File: src/rtl/alu_pkg.sv
// alu_pkg: shared ALU operation encoding and arbiter state type for alu_arbiter.
package alu_pkg;
  typedef enum logic [3:0] {
    ALU_ADD  = 4'b0000,
    ALU_SUB  = 4'b1000,
    ALU_SLL  = 4'b0001,
    ALU_SLT  = 4'b0010,
    ALU_SLTU = 4'b0011,
    ALU_XOR  = 4'b0100,
    ALU_SRL  = 4'b0101,
    ALU_SRA  = 4'b1101,
    ALU_OR   = 4'b0110,
    ALU_AND  = 4'b0111
  } alu_op_t;
  typedef enum logic {IDLE, BUSY} arb_state_t;
endpackage

File: src/rtl/alu_arbiter_rr_pick.sv
// rr_pick: combinational round-robin picker, first valid requester after last_i, searched cyclically.
module rr_pick #(
  parameter int N  = 2,
  parameter int IW = 1
) (
  input  logic [N-1:0]  valid_i,
  input  logic [IW-1:0] last_i,
  output logic [N-1:0]  grant_o,
  output logic [IW-1:0] idx_o,
  output logic          any_o
);
  function automatic logic [IW-1:0] wrap(input logic [IW-1:0] base, input int k);
    logic [IW:0] s;
    s = {1'b0, base} + (IW+1)'(k);
    return (s >= (IW+1)'(N)) ? IW'(s - (IW+1)'(N)) : s[IW-1:0];
  endfunction
  always_comb begin
    grant_o = '0;
    idx_o   = '0;
    any_o   = 1'b0;
    for (int k = 1; k <= N; k++) begin
      if (!any_o && valid_i[wrap(last_i, k)]) begin
        any_o                    = 1'b1;
        grant_o[wrap(last_i, k)] = 1'b1;
        idx_o                    = wrap(last_i, k);
      end
    end
  end
endmodule

File: src/rtl/alu_arbiter.sv
// alu_arbiter: round-robin sharing of one combinational ALU with a single registered result slot.
// Define ALU_ARB_PERF_EN to add per-requester saturating stall counters on stall_cnt_o.
module alu_arbiter
  import alu_pkg::*;
#(
  parameter int NUM_REQ = 2,
  parameter int XLEN    = 32
) (
  input  logic                    clk_i,
  input  logic                    rst_i,
  input  logic [NUM_REQ-1:0]      req_valid_i,
  output logic [NUM_REQ-1:0]      req_ready_o,
  input  logic [NUM_REQ*XLEN-1:0] req_a_i,
  input  logic [NUM_REQ*XLEN-1:0] req_b_i,
  input  logic [NUM_REQ*4-1:0]    req_op_i,
  output logic [NUM_REQ-1:0]      rsp_valid_o,
  input  logic [NUM_REQ-1:0]      rsp_ready_i,
  output logic [XLEN-1:0]         rsp_result_o,
  output logic [XLEN-1:0]         alu_a_o,
  output logic [XLEN-1:0]         alu_b_o,
  output logic [3:0]              alu_op_o,
`ifdef ALU_ARB_PERF_EN
  output logic [NUM_REQ*16-1:0]   stall_cnt_o,
`endif
  input  logic [XLEN-1:0]         alu_result_i
);
  localparam int IW = (NUM_REQ > 1) ? $clog2(NUM_REQ) : 1;
  arb_state_t         state_q, state_d;
  logic [IW-1:0]      owner_q, owner_d, last_q, last_d, win_idx;
  logic [XLEN-1:0]    result_q, result_d;
  logic [NUM_REQ-1:0] pick_grant;
  logic               any_valid, accept, can_issue, issue;

  rr_pick #(.N(NUM_REQ), .IW(IW)) u_pick (
    .valid_i (req_valid_i),
    .last_i  (last_q),
    .grant_o (pick_grant),
    .idx_o   (win_idx),
    .any_o   (any_valid)
  );

  // Freeing the slot and refilling it can happen in the same cycle, giving 1 op/cycle.
  always_comb begin
    accept    = state_q == BUSY && rsp_ready_i[owner_q];
    can_issue = state_q == IDLE || accept;
    issue     = can_issue && any_valid;
  end

  always_ff @(posedge clk_i or posedge rst_i) begin
    if (rst_i) begin
      state_q  <= IDLE;
      owner_q  <= '0;
      last_q   <= IW'(NUM_REQ - 1);
      result_q <= '0;
    end else begin
      state_q  <= state_d;
      owner_q  <= owner_d;
      last_q   <= last_d;
      result_q <= result_d;
    end
  end

  always_comb begin
    state_d  = issue ? BUSY : (accept ? IDLE : state_q);
    owner_d  = issue ? win_idx : owner_q;
    last_d   = issue ? win_idx : last_q;
    result_d = issue ? alu_result_i : result_q;
  end

  always_comb begin
    req_ready_o  = issue ? pick_grant : '0;
    alu_a_o      = issue ? req_a_i[win_idx*XLEN +: XLEN] : '0;
    alu_b_o      = issue ? req_b_i[win_idx*XLEN +: XLEN] : '0;
    alu_op_o     = issue ? req_op_i[win_idx*4 +: 4] : ALU_ADD;
    rsp_valid_o  = state_q == BUSY ? NUM_REQ'(1) << owner_q : '0;
    rsp_result_o = result_q;
  end

`ifdef ALU_ARB_PERF_EN
  logic [15:0] stall_q [NUM_REQ];
  logic [15:0] stall_d [NUM_REQ];
  always_comb begin
    stall_cnt_o = '0;
    for (int r = 0; r < NUM_REQ; r++) begin
      stall_d[r] = (req_valid_i[r] && !req_ready_o[r] && stall_q[r] != 16'hFFFF) ? stall_q[r] + 16'd1 : stall_q[r];
      stall_cnt_o[r*16 +: 16] = stall_q[r];
    end
  end
  always_ff @(posedge clk_i or posedge rst_i) begin
    for (int r = 0; r < NUM_REQ; r++) stall_q[r] <= rst_i ? 16'd0 : stall_d[r];
  end
`endif
endmodule

File: config.mk
export PLATFORM = sky130hd
export DESIGN_NAME = alu_arbiter
export DESIGN_NICKNAME = d
export VERILOG_FILES = /design/src/rtl/alu_pkg.sv /design/src/rtl/alu_arbiter_rr_pick.sv /design/src/rtl/alu_arbiter.sv
export SDC_FILE = /design/constraint.sdc
export NUM_CORES = 1
export LEC_CHECK = 0
export ABC_AREA = 1
export CAP_MARGIN = 20
export CORE_AREA = 2 2 107 109
export CTS_BUF_LIST = sky130_fd_sc_hd__clkbuf_16
export DETAILED_ROUTE_END_ITERATION = 10
export DIE_AREA = 0 0 109 111
export PLACE_DENSITY = 0.73
export SETUP_SLACK_MARGIN = 0.15
export SYNTH_ARGS = -nofsm -noshare
export SYNTH_HDL_FRONTEND = slang
export SYNTH_HIERARCHICAL = 1
export SYNTH_SLANG_ARGS = --single-unit
File: constraint.sdc
create_clock -name clk_i -period 1.8 [get_ports clk_i]
set_clock_uncertainty 0.15 [all_clocks]
set_input_delay 0.36 -clock clk_i [delete_from_list [all_inputs] [get_ports clk_i]]
set_output_delay 0.36 -clock clk_i [all_outputs]
set_load 0.1 [all_outputs]
==> flow_summary.toml <==
[cells_and_area]
antenna_cells = 0
layout.cells.most_common = "clkdlybuf4s50_1"
finalInstanceArea_mm2 = 0.00840
nets = 885
area_growth_pct = 219
finalNonFillerCells = 855
fillers = 663
layout_common_cells = "clkdlybuf4s50_1, nand2_1, buf_12"
drive_gt1_frac = 0.466

[clock_tree]
cts_root_buf = "clkbuf_16"
cts_inserted_buffers = 5
cts.htree.levels = 2
clockBufferDepth = 2
cts_sinks = 35
insertion_delay_ps = 270
cts_tree = "yes"
clk_pin_slew_ps = 50

[global_routing]
grt_pass1_vias = 4257
antenna_found_initial = 0
globalRouteOverflowTotal = 0
grt_pass1_wl_um = 23900
grt_max_degree = 36
grtUsageTotal = 0.257

[worst_setup_path]
worst_ep_required_time_ps = 1290
worstSetupEndpointType = "output pin"
reg2reg_setup_slack_ps = 250
path_class = "reg2out"
r2r_end = "rsp_result_o[4]"
rr_startpoint = "owner_q"
arrival_ps = 1800
worstPathMaxFanout = 8
reg2reg_depth = 7
start_kind = "flip-flop"

[timing]
grt_setup_unrepaired = "true"
timing.final.ws_setup_ps = -511
period_minus_slack_ps = 2310
worst_pin_slew_ps = 369
report.final.slew_viol_count = 0
fmax_mhz = 433
setup_viol = 70
hold_viol_final = 0
slew_headroom = 0.754
timing.final.crit_share = 1.28

[routing]
drt_iter0_markers = 199
drtAntennaViolNets = 0
vias_per_cell = 4.77
wl_per_cell_um = 19.2
dr.pass1.iters = 5
drc = 0
vias = 4082
drt_wl_total_um = 16400

[floorplan]
num_rows = 39
dieWidth_um = 109
initial_core_util = 0.238
coreArea_mm2 = 0.0111
ios = 278
die_h_um = 111
die_area_mm2 = 0.0121

[logic_synthesis]
synthDistinctLibCells = 16
syn_area_per_cell_um2 = 6.59
syn_nets = 574
synth_cells = 400
synth-seq-cells = 35
synth.cell_area_mm2 = 0.00264
seq_area_frac_synth = 0.333
synth_warnings = 6

[place]
dp_cells = 820
dpl_cell_area_mm2 = 0.00732
place_congestion = 0.914
dp_hpwl_um = 11400
io_buffers = 277

[outcome]
status = "finished, violations left"
violations = "setup timing"

[min_path]
min_path_type = "in2async"

[pwr]
ir_drop_v = 0.00145
leakage_nw = 3.65
p_per_area_mw_per_mm2 = 1950

[run]
cap_viol_max_count = 0
==> state kept, by name, indices dropped and copies added, names as in the netlist <==
name / cells
state_q: 1
rsp_result_o: 32
last_q: 1
owner_q: 1
==> report_power, final <==
group          switching, mW  internal, mW  total (mW)
logic                   8.81          5.15        14.0
registers              0.430          1.18        1.61
clock network          0.297         0.497       0.794
==> synthesized netlist by cell type <==
cell | n | area, um^2
a21boi_1 | 9 | 67.6
buf_2 | 17 | 85.1
nand3_2 | 2 | 20.0
nor2_1 | 71 | 267
inv_1 | 10 | 37.5
buf_4 | 2 | 15.0
dfstp_2 | 1 | 26.3
nand2_1 | 141 | 529
a21oi_1 | 3 | 15.0
clkbuf_1 | 5 | 18.8
buf_1 | 3 | 11.3
buf_6 | 6 | 67.6
nand3_1 | 35 | 175
a21boi_0 | 59 | 443
inv_2 | 2 | 7.51
dfrtp_1 | 34 | 851
==> area by class of cell <==
class	count	area [um^2]	area share
clock buffers	5	125	0.0149
clock inverters	3	11.3	0.00134
inverters	12	57.6	0.00685
multi-input cells	320	2500	0.298
flip-flops and latches	35	877	0.104
well taps	143	179	0.0213
repair buffers	337	4650	0.553
==> critical path, stage by stage (launching register included) <==
cell,delay (ps)
dfstp_2,550
a21oi_4,80
buf_6,130
inv_8,100
buf_8,130
buf_16,150
a21boi_4,70
nor2_4,130
buf_12,180
==> routing by layer <==
layer / global-route usage / share of wire / up-vias
met4: 0.0821 / 0.038 / 0
li1: - / - / 1902
met2: 0.477 / 0.53 / 212
met1: 0.277 / 0.36 / 1926
met5: 0 / 0 / -
met3: 0.0688 / 0.078 / 42
==> per-stage QoR <==
| stage | total power, mW | hold slack, ps | setup TNS [ps] | utilization | worst slack (ps) |
|---|---|---|---|---|---|
| final | 16.4 | 300 | -31920 | 0.758 | -511 |
| after global routing | 16.9 | 319 | -35840 | 0.758 | -585 |
| after CTS | 16.2 | 306 | -32080 | 0.743 | -494 |
| after detailed placement | 14.6 | 371 | -60210 | 0.661 | -811 |
| after global placement | 14.4 | 366 | -58180 | 0.661 | -798 |
| after floorplan | 9.72 | 308 | -20710 | - | -317 |
==> logic make-up (layout without fill, tap and decap cells) <==
kind of cell	Yosys count	count (layout)	synth area share
flops	35	35	0.333
simple gates	249	249	0.376
compound gates	71	71	0.199
buf+inv	45	357	0.0921
==> how the worst max path moves through the flow <==
stage	from	endpoint
after detailed placement	req_valid_i[1]	alu_a_o[5]
after CTS	last_q	alu_a_o[24]
after global placement	req_valid_i[1]	alu_a_o[5]
after floorplan	last_q	alu_b_o[13]
final	last_q	alu_a_o[24]
after global routing	last_q	alu_b_o[17]
==> timing repair <==
| item | 4_1_cts | 5_1_grt |
|---|---|---|
| cloned | 9 | 1 |
| resized for setup | 147 | 36 |
| hold buffers | 0 | 0 |
| buffers inserted | 16 | 1 |
| endpoints found under the setup margin | 107 | 86 |
| pin swaps | 6 | 2 |
Note: power is estimated with default switching activity, not from simulation.
